File: config.mk
export PLATFORM = sky130hd
export DESIGN_NAME = imem_dmem_arbiter
export DESIGN_NICKNAME = d
export VERILOG_FILES = /design/src/rtl/imem_dmem_arbiter.sv
export SDC_FILE = /design/constraint.sdc
export NUM_CORES = 1
export LEC_CHECK = 0
export CAP_MARGIN = 20
export CORE_AREA = 2 2 106 108
export CTS_CLUSTER_SIZE = 8
export DETAILED_ROUTE_END_ITERATION = 7
export DIE_AREA = 0 0 108 110
export DONT_BUFFER_PORTS = 1
export GPL_ROUTABILITY_DRIVEN = 1
export SYNTH_ARGS = -nofsm -noshare
export SYNTH_HDL_FRONTEND = slang
export SYNTH_SLANG_ARGS = --single-unit
File: constraint.sdc
create_clock -name clk -period 4.1 [get_ports clk]
set_clock_uncertainty 0.05 [all_clocks]
set_input_delay 1.025 -clock clk [delete_from_list [all_inputs] [get_ports clk]]
set_output_delay 1.025 -clock clk [all_outputs]
set_load 0.05 [all_outputs]
File: src/rtl/imem_dmem_arbiter.sv
// Arbiter sharing one single-port synchronous memory between instruction fetch and
// the load/store port; data has priority, a starvation counter guarantees fetch progress.
module imem_dmem_arbiter #(
    parameter int AW         = 32,
    parameter int DW         = 32,
    parameter int STARVE_MAX = 4
) (
    input  logic            clk,
    input  logic            rst,
    input  logic            if_req,
    input  logic [AW-1:0]   if_addr,
    output logic            if_gnt,
    output logic            if_rvalid,
    output logic [DW-1:0]   if_rdata,
    input  logic            d_req,
    input  logic            d_we,
    input  logic [DW/8-1:0] d_be,
    input  logic [AW-1:0]   d_addr,
    input  logic [DW-1:0]   d_wdata,
    output logic            d_gnt,
    output logic            d_rvalid,
    output logic [DW-1:0]   d_rdata,
    output logic            mem_en,
    output logic            mem_we,
    output logic [DW/8-1:0] mem_be,
    output logic [AW-1:0]   mem_addr,
    output logic [DW-1:0]   mem_wdata,
    input  logic [DW-1:0]   mem_rdata
);

    localparam int BW = DW / 8;
    localparam int CW = (STARVE_MAX < 1) ? 1 : $clog2(STARVE_MAX + 1);
    localparam logic [CW-1:0] CNT_MAX = CW'(STARVE_MAX);

    typedef enum logic [1:0] {
        RESP_NONE = 2'd0,
        RESP_IF   = 2'd1,
        RESP_D_RD = 2'd2,
        RESP_D_WR = 2'd3
    } resp_e;

    resp_e          resp_own_r;
    resp_e          resp_own_s;
    logic [CW-1:0]  starve_cnt_r;
    logic [CW-1:0]  starve_cnt_s;
    logic           force_if_s;

    // Grant decision: data wins unless fetch has been starved for STARVE_MAX data grants.
    always_comb begin
        force_if_s = (starve_cnt_r == CNT_MAX);
        d_gnt      = rst & d_req & ~(force_if_s & if_req);
        if_gnt     = rst & if_req & ~d_gnt;
    end

    // Memory request mux; addresses are always presented word aligned.
    always_comb begin
        mem_en    = if_gnt | d_gnt;
        mem_we    = d_gnt & d_we;
        mem_be    = {BW{1'b0}};
        mem_addr  = {AW{1'b0}};
        mem_wdata = {DW{1'b0}};
        if (d_gnt) begin
            mem_addr  = {d_addr[AW-1:2], 2'b00};
            mem_be    = d_we ? d_be : {BW{1'b1}};
            mem_wdata = d_we ? d_wdata : {DW{1'b0}};
        end else if (if_gnt) begin
            mem_addr  = {if_addr[AW-1:2], 2'b00};
            mem_be    = {BW{1'b1}};
        end else begin
            mem_addr  = {AW{1'b0}};
        end
    end

    // Next response owner and starvation count, both derived from this cycle's grant.
    always_comb begin
        resp_own_s   = RESP_NONE;
        starve_cnt_s = starve_cnt_r;
        if (d_gnt) begin
            resp_own_s = d_we ? RESP_D_WR : RESP_D_RD;
        end else if (if_gnt) begin
            resp_own_s = RESP_IF;
        end else begin
            resp_own_s = RESP_NONE;
        end
        if (!if_req || if_gnt) begin
            starve_cnt_s = {CW{1'b0}};
        end else if (d_gnt && (starve_cnt_r != CNT_MAX)) begin
            starve_cnt_s = starve_cnt_r + CW'(1);
        end else begin
            starve_cnt_s = starve_cnt_r;
        end
    end

    // State registers with synchronous active-low reset.
    always_ff @(posedge clk) begin
        if (!rst) begin
            resp_own_r   <= RESP_NONE;
            starve_cnt_r <= {CW{1'b0}};
        end else begin
            resp_own_r   <= resp_own_s;
            starve_cnt_r <= starve_cnt_s;
        end
    end

    // Response steering; gating with rst drops a response whose cycle falls inside reset.
    always_comb begin
        if_rvalid = rst & (resp_own_r == RESP_IF);
        d_rvalid  = rst & ((resp_own_r == RESP_D_RD) || (resp_own_r == RESP_D_WR));
        if_rdata  = {DW{1'b0}};
        d_rdata   = {DW{1'b0}};
        if (rst && (resp_own_r == RESP_IF)) begin
            if_rdata = mem_rdata;
        end else if (rst && (resp_own_r == RESP_D_RD)) begin
            d_rdata  = mem_rdata;
        end else begin
            if_rdata = {DW{1'b0}};
        end
    end

endmodule
# After elaboration in Yosys (flattened, before gate mapping)

Cells that the tools add are included.

Bits in registers: 5
Latch bits: 0
Bits in writable memories: 0
Memory bits (read-only): 0
Input bits: 137
Output and inout bits: 138
Logic and storage cells: 40
Memories kept: 0

Add/subtract/negate cells: 1
$mul: 0
Div/mod/pow operators: 0
Order comparisons: 0
Equal/unequal tests: 5
Shift-type cells: 0
Mux-type cells: 13
Bitwise logic cells: 12
Reduce and logical (&&, ||, !) cells: 7

Operator list:

| operator                                                               | number |
|---|---|
| 32-bit 2-to-1 mux                                                      | 7 |
| 4-bit 2-to-1 mux                                                       | 3 |
| 1-bit AND                                                              | 8 |
| 2-bit equality test (second input constant)                            | 2 |
| 3-bit by 1-bit adder with 3-bit output (second input constant)         | 1 |
| 3-bit equality test (second input constant)                            | 1 |
| 1-bit logical AND                                                      | 3 |
| 3-bit inequality test (second input constant)                          | 1 |
| 1-bit inverter                                                         | 3 |
| 2-bit by 1-bit equality test with 1-bit output (second input constant) | 1 |
| 1-bit logical OR                                                       | 2 |
| 1-bit 2-to-1 mux                                                       | 2 |
| 2-bit 2-to-1 mux                                                       | 1 |
| 2-bit OR reduction                                                     | 1 |
| 1-bit logical NOT                                                      | 1 |
| 1-bit OR                                                               | 1 |

# Logic depth before layout (Yosys ltp)

Gate-level depths: netlist of run 1.

Word-level depth: 8
Depth in mapped cells: 6
Depth with buffers taken out: 4

# Worst setup path after synthesis of run 1

Ideal clock, no wire load.

Path kind: input to output
From: in if_req
To: out mem_wdata[10]
Arrival: 2.751 ns
Data required time: 3.025 ns
Setup slack: 0.274 ns
Stages on the path: 5
Path buffers: 3
Path through: buf_6 and3_4 buf_6 buf_2 nor3b_1

Cells in the longest elaborated chain, start to end: 4

RTL lines:

| item              | RTL line | source |
|---|---|---|
| start, declared   | 10       | `input logic if_req,` |
| 1-bit AND         | 51       | `d_gnt = rst & d_req & ~(force_if_s & if_req);` |
| 1-bit inverter    | 51       |  |
| 1-bit AND         | 51       |  |
| 32-bit 2-to-1 mux | 62       | `if (d_gnt) begin` |
| end, declared     | 27       | `output logic [DW-1:0] mem_wdata,` |

No other way between the ends.

# Worst setup path in the final report of run 1

From: in rst
To: out d_rdata[31]

Cells in the longest elaborated chain, start to end: 3
Elaborated cells between the ends (all ways): 4
Those cells by class: 2 x mux; 2 x reduce/logical

RTL lines:

| item                | RTL line | source |
|---|---|---|
| start, declared     | 9        | `input logic rst,` |
| 1-bit logical AND   | 113      | `end else if (rst && (resp_own_r == RESP_D_RD)) begin` |
| 32-bit 2-to-1 mux   | 113      |  |
| 32-bit 2-to-1 mux * | 111      | `if (rst && (resp_own_r == RESP_IF)) begin` |
| end, declared       | 22       | `output logic [DW-1:0] d_rdata,` |

Every way passes the cells marked *; elsewhere a longest branch is shown, timed or not.

==> results of run 1 <==
## power by group
group,switching [mW],internal (mW)
Clock,0.0253,0.0653
Sequential,0.000988,0.0507
Combinational,0.223,0.0769
Total,0.250,0.193
## Yosys cell counts, drive strengths merged
library cell  number
inv                2
nand2b             1
a21boi             1
dfxtp              5
o31a               4
or3b               1
ha                 2
conb               1
and3b              2
a21oi              1
clkbuf            14
nand2              2
and2              65
o21a               1
o22ai             31
nor3b             33
and3               1
nand3             62
nor2               4
and4               1
buf               24
## layer usage
metal / wire length [um] / share of wire
met1: 2538 / 0.34
met2: 4344 / 0.58
met3: 562 / 0.075
met4: 26 / 0.0035
met5: 0 / 0
## stage by stage
step / utilization / instance area (sq um) / std cells / power (mW) / hold slack (ns)
floorplan: - / 1629 / 259 / 0.3112 / 0.3760
global placement: 0.2179 / 2331 / 432 / 0.3510 / 0.3898
detailed placement: 0.2179 / 2331 / 432 / 0.3537 / 0.4109
CTS: 0.2222 / 2377 / 436 / 0.4477 / 0.4101
global route: 0.2225 / 2380 / 437 / 0.4633 / 0.4251
finish: 0.2225 / 2380 / 437 / 0.4424 / 0.4099
## cells in the final DEF, fill, tap and decap left out, drive strengths merged
master,synthesis,routed
a21boi,1,1
a21oi,1,1
and2,65,65
and3,1,1
and3b,2,2
and4,1,1
buf,24,71
clkbuf,14,3
clkinv,0,1
conb,1,2
dfxtp,5,5
diode,0,1
ha,2,2
inv,2,2
nand2,2,2
nand2b,1,1
nand3,62,62
nor2,4,4
nor3b,33,33
o21a,1,1
o22ai,31,31
o31a,4,4
or3b,1,1
## layout make-up
type / count / area, sq um / area share
diodes: 1 / 2.502 / 0.001052
flip-flops and latches: 5 / 100.1 / 0.04206
repair buffers: 71 / 558.0 / 0.2345
clock buffers: 3 / 41.29 / 0.01735
clock inverters: 1 / 5.005 / 0.002103
well taps: 140 / 175.2 / 0.07361
inverters: 2 / 7.507 / 0.003155
multi-input cells: 214 / 1490 / 0.6262
## final timing paths
path,from,end,depth (start not counted)
setup / recovery,rst,d_rdata[31],2
hold / removal,starve_cnt_r[0],starve_cnt_r[0],1
setup reg to reg,starve_cnt_r[0],starve_cnt_r[1],5
hold reg to reg,starve_cnt_r[0],starve_cnt_r[0],1
## worst register-to-register path, delay by kind of cell (launching register included)
family	cells	cell delay, ns
simple gates	1	0.20
buf+inv	2	0.30
fa+ha+maj	1	0.23
flops	1	0.35
compound gates	1	0.41
## state kept, by name (all words and copies together) (netlist names)
register / count
starve_cnt_r: 3
resp_own_r: 2
## cell families after synthesis
logic type,Yosys count,synth area share
simple gates,172,0.6397
buf+inv,40,0.1255
other cells,1,0.002307
flops,5,0.06159
compound gates,38,0.1555
fa+ha+maj,2,0.01539
==> PnR_summary.wiki, run 1 <==
{| class="wikitable"
! Metric !! Value
|-
| Run status || finished clean
|-
| Number of hold violations in the final report || 0
|-
| Top cells by area, synth || and2_1 25%, nand3_1 19%, nor3b_1 15%, o22ai_1 12%, dfxtp_1 6.2%
|-
| Final worst slack || 0.7551 ns
|-
| Mean instance size in the synthesized netlist || 6.300 sq um
|-
| Critical path type || input port to output pin
|-
| Hold-fix buffers, CTS || 0
|-
| Dpl hpwl || 6111 um
|-
| Endpoint type of the worst setup path || output pin
|-
| Mapped Cells || 258
|-
| Rel. slew slack || 0.4973
|-
| Sum of negative setup slack || 0 ns
|-
| Top-area cell type share of the netlist area || 0.2502
|-
| Count of warnings emitted by yosys || 0
|-
| Cell area after synthesis || 1625 sq um
|-
| Die area || 11,880 sq um
|-
| Worst hold path class || flip-flop to flip-flop
|-
| Area growth from synthesis to layout || 46.42%
|-
| Met3 GRT Util || 0.01293
|-
| Area inside the core boundary || 10,700 sq um
|-
| Post-synth top area cell || and2_1
|-
| Number of gates resized after CTS || 0
|-
| Post-route antenna net violation count || 0
|-
| Clock network latency to the later pin of the worst-skew pair || 0.22 ns
|-
| Slew Limit Fails || 0
|-
| Horizontal die dimension || 108 um
|-
| Fill cell instance count of the final layout || 1,202
|-
| Overall track demand over capacity in global routing || 0.1083
|-
| Met1 routing resource usage after global routing || 0.1068
|-
| DRC violation total after the first TritonRoute iteration || 61
|-
| Count of buffers inserted at the top-level ports || 0
|-
| Clock Sinks || 5
|-
| Fmax || 0.2990 GHz
|-
| Vertical extent of the die || 110 um
|-
| Number of maximum-capacitance violations || 0
|-
| Worst supply voltage drop on vdd || 0.05692 mV
|-
| Static leakage power || 0.9331 nW
|-
| Total number of placement rows || 38
|-
| Clock root cell || clkbuf_8
|-
| Worst Max-Slew Pin Slew || 0.7540 ns
|-
| Final net count || 436
|-
| Critical Path RT || 3.02 ns
|-
| Post-layout minimum cycle time || 3.345 ns
|-
| Pwr Density || 185.9 nW/um^2
|-
| Inserted Clock Buffers || 3
|-
| Met2 GRT Util || 0.2376
|-
| Number of levels the H-tree was split into || 1
|-
| Vias in the first global route || 1,800
|-
| Clock Pin Slew Worst Setup and Hold Paths || 0.04 ns
|-
| IO Count || 275
|-
| Starting utilization of the core area || 0.1519
|-
| Global placement routability congestion || 0.7290
|-
| Slowest cell on the critical path || and3b_1
|-
| Wire length of the first global-routing pass || 9922 um
|-
| Category of the worst setup path launch point || input port
|-
| Via density per instance || 4.789
|-
| Number of library cell types mapped by synthesis || 23
|-
| Crit-path cells || and3b_1, and2_1
|-
| Final count of negative-setup-slack endpoints || 0
|-
| Share of post-route cells with drive strength above 1 || 0.3750
|-
| Postcts setup bufs || 0
|-
| Clock tree from TritonCTS || done
|-
| Count of TritonRoute iterations in the first routing pass || 4
|-
| Family with the most delay on the worst path || simple AND/OR/NAND/NOR gates
|-
| Layer with the highest usage || met2
|-
| Register area share after synthesis || 0.06159
|-
| Detail-routed net length per standard cell || 17.10 um
|-
| Flop and latch count out of synthesis || 5
|-
| Place WS || 0.7565 ns
|-
| Number of buffer and inverter instances along the worst setup path || 0
|-
| DR DRC count || 0
|-
| Endpoint arrival time on the critical path || 2.27 ns
|-
| Initial antenna violation count || 1
|-
| Detailed Route WL || 7472 um
|-
| Final period utilization || 0.8158
|-
| CP max stage delay || 0.65 ns
|-
| Count of vias placed by the detailed router || 2,093
|-
| Reg2reg setup slack || 2.52 ns
|-
| Congestion Overflow GR || 0
|-
| Unrepaired setup endpoints after global routing || false
|-
| Max Fanout on Critical Path || 69
|-
| CTS max path bufs || 2
|-
| Maximum number of pins on one net before global-route repair || 70
|}
(Power assumes the default switching activity.)
==> run 2, diff against run 1 <==
Clock period 4.1 ns to 3.2 ns, I/O delays scaled along.
==> PnR_summary.wiki, run 2 (same netlist as run 1, synthesis figures left out) <==
{| class="wikitable"
! Metric !! Value
|-
| Area inside the core boundary || 10,700 sq um (unchanged)
|-
| Final count of negative-setup-slack endpoints || 0 (unchanged)
|-
| Part of the total power dissipated in combinational logic || 0.707 (was 0.678)
|-
| DRC violation total after the first TritonRoute iteration || 187 (was 61)
|-
| Starting utilization of the core area || 0.1519 (unchanged)
|-
| Switching pwr || 0.3269 mW (was 0.2495 mW)
|-
| Die area || 11,880 sq um (unchanged)
|-
| Number of non-filler instances in the completed layout || 482 (was 437)
|-
| Dpl hpwl || 7882 um (was 6111 um)
|-
| Hold-fix buffers, CTS || 0 (unchanged)
|-
| Clock network latency to the later pin of the worst-skew pair || 0.22 ns (about the same)
|-
| DR DRC count || 0 (unchanged)
|-
| Number of gates resized after CTS || 0 (unchanged)
|-
| Commonest cells after routing, fill and taps aside || 82 x buf_4, 65 x and2_1, 61 x nand3_1 (was 69 x buf_4, 65 x and2_1, 61 x nand3_1)
|-
| Clock Sinks || 5 (unchanged)
|-
| Internal Power || 0.2892 mW (was 0.1929 mW)
|-
| Fill cell instance count of the final layout || 1,130 (was 1,202)
|-
| Inserted Clock Buffers || 3 (unchanged)
|-
| Largest register FFs || 3 (unchanged)
|-
| Endpoint arrival time on the critical path || 1.91 ns (was 2.27 ns)
|-
| Postcts setup bufs || 0 (unchanged)
|-
| Slew Limit Fails || 0 (unchanged)
|-
| Final net count || 479 (was 436)
|-
| Vertical extent of the die || 110 um (unchanged)
|-
| Worst Max-Slew Pin Slew || 0.5455 ns (was 0.7540 ns)
|-
| Largest Register || starve_cnt_r (unchanged)
|-
| Most common cell after layout, fill and taps aside || buf_4 (unchanged)
|-
| Overall track demand over capacity in global routing || 0.1344 (was 0.1083)
|-
| Vias in the first global route || 2,019 (was 1,800)
|-
| Post-layout minimum cycle time || 2.761 ns
|-
| Final design instance area without fill || 3082 sq um (was 2380 sq um)
|-
| CTS max path bufs || 2 (unchanged)
|-
| Detailed Route WL || 9192 um (was 7472 um)
|-
| Horizontal die dimension || 108 um (unchanged)
|-
| PnR Total Power || 0.6161 mW (was 0.4424 mW)
|-
| Rel. slew slack || 0.6363 (was 0.4973)
|-
| Unrepaired setup endpoints after global routing || false (unchanged)
|-
| Global placement routability congestion || 0.7902 (was 0.7290)
|-
| Post-route antenna net violation count || 0 (unchanged)
|-
| Via density per instance || 4.755 (was 4.789)
|-
| Clock tree from TritonCTS || done (unchanged)
|-
| Area growth from synthesis to layout || 89.61% (was 46.42%)
|-
| CP max stage delay || 0.36 ns (was 0.65 ns)
|-
| Initial antenna violation count || 1 (unchanged)
|-
| Place WS || 0.5281 ns (was 0.7565 ns)
|-
| Part of the power in registers || 0.107 (was 0.117)
|-
| Detail-routed net length per standard cell || 19.07 um (was 17.10 um)
|-
| Run status || finished clean (unchanged)
|-
| Worst hold path cell count || 1 (unchanged)
|-
| Max Fanout on Critical Path || 22 (was 69)
|-
| Congestion Overflow GR || 0 (unchanged)
|-
| Worst supply voltage drop on vdd || 0.06383 mV (was 0.05692 mV)
|-
| Critical Path RT || 2.35 ns (was 3.02 ns)
|-
| Final period utilization || 0.8628
|-
| Fmax || 0.3622 GHz
|-
| Count of TritonRoute iterations in the first routing pass || 4 (unchanged)
|-
| Pwr Density || 199.9 nW/um^2 (was 185.9 nW/um^2)
|-
| Final worst slack || 0.4389 ns (was 0.7551 ns)
|-
| Power share of the clock group || 0.186 (was 0.205)
|-
| Leading registers by flop count || starve_cnt_r x3, resp_own_r x2 (unchanged)
|-
| Worst hold path class || flip-flop to flip-flop (unchanged)
|-
| Wire length of the first global-routing pass || 12,290 um (was 9922 um)
|-
| Count of cells along the worst register-to-register path || 5 (unchanged)
|-
| Inst Count DP || 475 (was 432)
|-
| Worst hold slack after final layout || 0.4354 ns (was 0.4099 ns)
|-
| Count of vias placed by the detailed router || 2,292 (was 2,093)
|-
| IO Count || 275 (unchanged)
|-
| Critical path type || flip-flop to output pin (was input port to output pin)
|-
| Category of the worst setup path launch point || flip-flop (was input port)
|-
| Switching Fraction || 0.5306 (was 0.5640)
|-
| Total number of placement rows || 38 (unchanged)
|-
| Number of hold violations in the final report || 0 (unchanged)
|-
| Slowest cell on the critical path || dfxtp_1 (was and3b_1)
|-
| DP Area || 3029 sq um (was 2331 sq um)
|-
| Static leakage power || 1.246 nW (was 0.9331 nW)
|-
| Endpoint type of the worst setup path || output pin (unchanged)
|-
| Share of post-route cells with drive strength above 1 || 0.4513 (was 0.3750)
|-
| Cell with the most instances on the worst path || buf_4
|-
| Crit-path cells || inv_1, ha_1, and3_4, buf_4, nor3b_2, buf_4 (was and3b_1, and2_1)
|-
| Clock root cell || clkbuf_8 (unchanged)
|-
| Count of buffers inserted at the top-level ports || 0 (unchanged)
|-
| Number of maximum-capacitance violations || 0 (unchanged)
|-
| Maximum number of pins on one net before global-route repair || 70 (unchanged)
|-
| Number of levels the H-tree was split into || 1 (unchanged)
|-
| Clock Pin Slew Worst Setup and Hold Paths || 0.03 ns (was 0.04 ns)
|}
run 2: per-stage QoR:
step,TNS (ns),utilization
2_1_floorplan,-4.971,-
3_3_place_gp,0,0.2832
3_5_place_dp,0,0.2832
4_1_cts,0,0.2874
5_1_grt,0,0.2876
6_report,0,0.2881
run 2: metal layers:
layer  share of wire  vias to the layer above  wire (um)  global-route usage
met4          0.0095                        0         87             0.02473
met2            0.54                      151       4990              0.2682
li1                -                     1072          -                   -
met5               0                        -          0                   0
met3           0.099                        4        913             0.03586
met1            0.35                     1065       3200              0.1414
run 2: final timing paths:
path | startpoint | end | slack, ns
max | starve_cnt_r[0] | mem_wdata[30] | 0.44
min reg2reg | starve_cnt_r[0] | starve_cnt_r[0] | 0.44
max reg2reg | starve_cnt_r[0] | starve_cnt_r[1] | 1.60
min | starve_cnt_r[0] | starve_cnt_r[0] | 0.44
run 2: layout make-up:
cell class	count	area, sq um	area share
antenna	3	7.507	0.002436
timing repair buffer	114	1256	0.4076
clock buffer	4	45.04	0.01462
inverter	2	7.507	0.002436
tap	140	175.2	0.05684
multi-input combinational	214	1490	0.4836
sequential	5	100.1	0.03248
run 2: power groups by stage:
stage | sequential, mW | combinational, mW | clock, mW
floorplan | 0.0667 | 0.333 | 0
global route | 0.0664 | 0.452 | 0.121
global placement | 0.0669 | 0.432 | 0
CTS | 0.0662 | 0.437 | 0.117
detailed placement | 0.0671 | 0.437 | 0
finish | 0.0662 | 0.435 | 0.114
run 2: worst max-delay path, delay by kind of cell, from the launching register on:
kind | cells | cell delay, ns
adders and majority gates | 1 | 0.23
buffers and inverters | 3 | 0.56
DFF | 1 | 0.36
and+or+nand+nor | 2 | 0.52
